`config.mk`:
```
export PLATFORM = sky130hd
export DESIGN_NAME = alu_mc
export DESIGN_NICKNAME = d
export VERILOG_FILES = /design/src/rtl/alu_mc.sv
export SDC_FILE = /design/constraint.sdc
export NUM_CORES = 1
export LEC_CHECK = 0
export ABC_AREA = 1
export CAP_MARGIN = 0
export CORE_UTILIZATION = 55
export CTS_CLUSTER_DIAMETER = 200
export DETAILED_ROUTE_END_ITERATION = 7
export PLACE_DENSITY = 0.79
export SLEW_MARGIN = 20
export SYNTH_ARGS = -nofsm -noshare
export SYNTH_HDL_FRONTEND = slang
export SYNTH_SLANG_ARGS = --single-unit
```
`constraint.sdc`:
```
create_clock -name clk -period 5.6 [get_ports clk]
set_input_delay 0.84 -clock clk [delete_from_list [all_inputs] [get_ports clk]]
set_output_delay 0.84 -clock clk [all_outputs]
set_load 0.02 [all_outputs]
```
`src/rtl/alu_mc.sv`:
```
// Multi-cycle ALU: single-cycle logic/arithmetic ops plus an iterative shift-add multiplier.
// Results and flags are registered and held until the next operation writes them.
module alu_mc #(
  parameter int unsigned WIDTH  = 8,
  parameter bit          MUL_EN = 1'b1
) (
  input  logic             clk,
  input  logic             rst,
  input  logic             start,
  input  logic [3:0]       ALUCode,
  input  logic [WIDTH-1:0] A,
  input  logic [WIDTH-1:0] R,
  input  logic             Ci,
  output logic             busy,
  output logic             done,
  output logic [WIDTH-1:0] out,
  output logic             Co,
  output logic             Z
);

  localparam int unsigned CntW = $clog2(WIDTH);
  localparam logic [CntW-1:0] CntLast = CntW'(WIDTH - 1);

  typedef enum logic [1:0] {StIdle, StMul, StDone} state_e;

  state_e             state_q, state_d;
  logic [WIDTH-1:0]   out_q, out_d;
  logic               co_q, co_d;
  logic               z_q, z_d;
  logic [2*WIDTH-1:0] mcand_q, mcand_d;
  logic [WIDTH-1:0]   mplier_q, mplier_d;
  logic [2*WIDTH-1:0] prod_q, prod_d;
  logic [CntW-1:0]    cnt_q, cnt_d;

  logic               accept;
  logic               is_mul;
  logic [WIDTH:0]     alu_res;
  logic [2*WIDTH-1:0] mul_sum;

  assign accept  = start && (state_q != StMul);
  assign is_mul  = MUL_EN && (ALUCode == 4'd7);
  assign mul_sum = prod_q + (mplier_q[0] ? mcand_q : '0);

  // Single-cycle datapath; bit WIDTH is carry/borrow, zero for logic ops.
  always_comb begin
    alu_res = '0;
    case (ALUCode)
      4'd0: alu_res = {1'b0, A} + {1'b0, R} + {{WIDTH{1'b0}}, Ci};
      4'd1: alu_res = {1'b0, A} - {1'b0, R} - {{WIDTH{1'b0}}, Ci};
      4'd2: alu_res = {1'b0, A & R};
      4'd3: alu_res = {1'b0, A | R};
      4'd4: alu_res = {1'b0, A ^ R};
      4'd5: alu_res = {1'b0, ~A};
      4'd6: alu_res = {1'b0, R};
      default: alu_res = '0;
    endcase
  end

  always_comb begin
    state_d  = state_q;
    out_d    = out_q;
    co_d     = co_q;
    z_d      = z_q;
    mcand_d  = mcand_q;
    mplier_d = mplier_q;
    prod_d   = prod_q;
    cnt_d    = cnt_q;
    case (state_q)
      StIdle, StDone: begin
        state_d = StIdle;
        if (accept) begin
          if (is_mul) begin
            mcand_d  = {{WIDTH{1'b0}}, A};
            mplier_d = R;
            prod_d   = '0;
            cnt_d    = '0;
            state_d  = StMul;
          end else begin
            out_d   = alu_res[WIDTH-1:0];
            co_d    = alu_res[WIDTH];
            z_d     = (alu_res[WIDTH-1:0] == '0);
            state_d = StDone;
          end
        end
      end
      StMul: begin
        prod_d   = mul_sum;
        mcand_d  = mcand_q << 1;
        mplier_d = mplier_q >> 1;
        cnt_d    = cnt_q + 1'b1;
        // Final iteration writes the result straight from the adder.
        if (cnt_q == CntLast) begin
          out_d   = mul_sum[WIDTH-1:0];
          co_d    = |mul_sum[2*WIDTH-1:WIDTH];
          z_d     = (mul_sum[WIDTH-1:0] == '0);
          state_d = StDone;
        end
      end
      default: state_d = StIdle;
    endcase
  end

  always_ff @(posedge clk) begin
    if (rst) begin
      state_q  <= StIdle;
      out_q    <= '0;
      co_q     <= 1'b0;
      z_q      <= 1'b1;
      mcand_q  <= '0;
      mplier_q <= '0;
      prod_q   <= '0;
      cnt_q    <= '0;
    end else begin
      state_q  <= state_d;
      out_q    <= out_d;
      co_q     <= co_d;
      z_q      <= z_d;
      mcand_q  <= mcand_d;
      mplier_q <= mplier_d;
      prod_q   <= prod_d;
      cnt_q    <= cnt_d;
    end
  end

  assign busy = (state_q == StMul);
  assign done = (state_q == StDone);
  assign out  = out_q;
  assign Co   = co_q;
  assign Z    = z_q;

endmodule

```
==> reports/qor.csv <==
stage,metric,value,unit
floorplanning,rows,33,
grt,largest_net_degree_at_the_start_of_global_routing,48,
grt,wire_length_of_the_first_global_routing_pass,21.08,mm
critical_path,timing.critical_path.from_type,flop,
timing,min_clock_period_post_route,3.273,ns
cts,worstSkewPairLatency,0.32,ns
timing,grt_setup_unrepaired,no,
grt,grt_overflow_total,0,
timing,finalMaxSlewViolations,0,
synth,synthDistinctLibCells,32,
flow_run,maxCapViolations,0,
floorplanning,dieArea,8990,µm²
grt,grt_antenna_before_repair,0,
cells_and_area,finish.instance_area,5263,µm²
floorplanning,die-width,94.82,µm
synth,synth_cells,774,
place,dp_cells,894,
critical_path,timing_worst_setup_path_type,flop to output pin,
floorplanning,initial_core_util,0.5738,
cells_and_area,final_net_count,872,
run_status,run_status,"complete, no violations",
grt,first_global_vias,4595,
cells_and_area,final_cell_count_without_fillers,902,
critical_path,worstSetupEndpointType,output pin,
timing,slew-limit-headroom,0.2939,
critical_path,arrival,2.43,ns
floorplanning,chipHeight,94.82,µm
power,power.static_leakage,2.709,nW
cts,numCtsBuffers,5,
synth,postSynthAreaPerCell,6.122,µm²
cells_and_area,drive_above_1_share,0.02886,
drt,firstDrtPassIters,5,
synth,synth-warning-count,0,
timing,timing.setup.tns,0,ns
critical_path,critical_path_peak_fanout,47,
drt,detail_route.iter0.violations,192,
critical_path,cp.required,4.76,ns
cells_and_area,area.growth.synth_to_final,11.06,%
timing,setup_failing_eps_final,0,
floorplanning,boundaryPins,36,
timing,timing.final.crit_share,0.5845,
power,ir_worst_vdd,0.09585,mV
timing,final_hold_viol_count,0,
drt,via_per_inst,5.486,
place,finalWeightedCongestion,0.9580,
cts,clk_pin_slew_worst_paths,0.11,ns
place,dp.final_hpwl,10.39,mm
timing,fin_skew,0.007845,ns
floorplanning,core,8258,µm²
drt,postRouteWirelength,12.95,mm
cells_and_area,antenna_cells,0,
cts,post_cts.resized_instances,0,
synth,yosysSeqAreaShare,0.2324,
cts,hold_buffers,0,
timing,worst_slew_pin_slew,1.057,ns
cts,numClockSinks,55,
drt,routed_via_count,4948,
timing,timing.fmax,305.5,MHz
drt,antenna_violation_net_count_after_detailed_routing,0,
cts,tritoncts,done,
drt,detail_routed_net_length_per_standard_cell,14.36,µm
worst_hold_path,holdCritPathClass,flop to flop,
cts,clock-root-buffer,clkbuf_8,
synth,synth_nets,850,
power,pwr_density_cell,175.9,nW/µm²
timing,holdWs,0.4759,ns
synth,post_syn_area,4738,µm²
synth,ys_seq_elements,55,
cts,post_cts_buffers,0,
drt,drc,0,
cts,htree_num_levels,2,
grt,globalRouteTotalUtil,0.3009,
place,portBuffers,35,
cts,cts.path.max_buffers,2,
place,placed_cell_area,5147,µm²
==> final timing paths <==
path,cells after the start,to,startpoint,slack (ns)
worst max-delay path,3,busy,state_q[0],2.33
worst min-delay path,2,prod_q[3],prod_q[3],0.48
worst max register to register,9,out[2],state_q[0],2.66
worst min register to register,2,prod_q[3],prod_q[3],0.48
==> cells in the mapped netlist <==
cell	count	area (µm²)
nor2_2	3	18.77
buf_4	2	15.01
inv_1	110	412.9
nand3b_1	6	45.04
xor2_1	7	61.31
a21boi_0	1	7.510
o22ai_1	3	18.77
nor3_2	1	10.01
o311ai_0	1	8.760
nand2_1	247	927.1
nor3_4	1	16.27
dfxtp_1	55	1101
xnor2_1	1	8.760
a21oi_1	49	245.2
a31oi_1	21	131.4
clkbuf_1	13	48.80
buf_2	7	35.03
nand4_1	12	75.07
o21a_1	2	15.01
o21ai_2	1	8.760
fa_1	5	100.1
nand3_1	63	315.3
and2_1	2	12.51
ha_1	47	588.1
nor3_1	7	35.03
buf_1	1	3.750
o211ai_1	4	30.03
nor2_1	57	214.0
inv_2	2	7.510
or2_2	3	18.77
o21ai_0	39	195.2
o21bai_1	1	7.510
==> metrics by stage <==
step | setup WS, ns | power (mW) | util
after floorplan | 3.030 | 0.5708 | -
after global placement | 2.159 | 0.6499 | 0.6233
after detailed placement | 2.116 | 0.6519 | 0.6233
after CTS | 2.332 | 0.9273 | 0.6373
after global routing | 2.204 | 0.9716 | 0.6373
final | 2.327 | 0.9256 | 0.6373
==> power by group <==
group	switching [mW]	internal [mW]
sequential	0.00889	0.403
clock	0.144	0.135
combinational	0.146	0.0885
total	0.299	0.626
==> placed cells by master, fill, tap and decap left out, drive strengths merged, types with 2 or more instances in the layout <==
| master | synthesis | layout |
|---|---|---|
| nand2 | 247 | 247 |
| inv | 112 | 113 |
| nand3 | 63 | 63 |
| nor2 | 60 | 60 |
| dfxtp | 55 | 55 |
| a21oi | 49 | 49 |
| ha | 47 | 47 |
| o21ai | 40 | 40 |
| clkdlybuf4s50 | 0 | 35 |
| a31oi | 21 | 21 |
| nand4 | 12 | 12 |
| nor3 | 9 | 9 |
| xor2 | 7 | 7 |
| nand3b | 6 | 6 |
| fa | 5 | 5 |
| clkbuf | 13 | 5 |
| o211ai | 4 | 4 |
| o22ai | 3 | 3 |
| or2 | 3 | 3 |
| buf | 10 | 3 |
| and2 | 2 | 2 |
| o21a | 2 | 2 |
==> sequential cells by signal (all words and copies together) (netlist names) <==
signal / count
mcand_q: 16
Z: 1
Co: 1
mplier_q: 8
out: 8
cnt_q: 3
prod_q: 16
state_q: 2
==> area by class of cell <==
type | count | area, µm²
Tap cell | 105 | 131.4
Multi-Input combinational cell | 584 | 3122
Sequential cell | 55 | 1101
Timing Repair Buffer | 38 | 372.9
Clock buffer | 5 | 68.82
Inverter | 112 | 420.4
Clock inverter | 3 | 46.29
Fill cell | 848 | 2995
==> kinds of logic (layout without fill, tap and decap cells) <==
kind of cell	count (synthesis)	after routing	share of synthesized area
compound gates	122	122	0.1410
xor+xnor	8	8	0.01479
fa+ha+maj	52	52	0.1452
buf+inv	135	158	0.1104
flops	55	55	0.2324
simple gates	402	402	0.3562
==> worst max-delay path: stages (launching register included) <==
cell,delay [ns]
dfxtp_1,0.43
inv_1,0.10
nor2_4,0.80
clkdlybuf4s50_1,0.78
==> metal layers <==
metal | vias up | part of all wire | GRT usage
met5 | - | 0 | 0
met4 | 0 | 0.026 | 0.1061
met3 | 23 | 0.051 | 0.02576
met2 | 146 | 0.49 | 0.5468
met1 | 2234 | 0.43 | 0.3672
li1 | 2545 | - | -
Power figures use the tool's default switching activity.
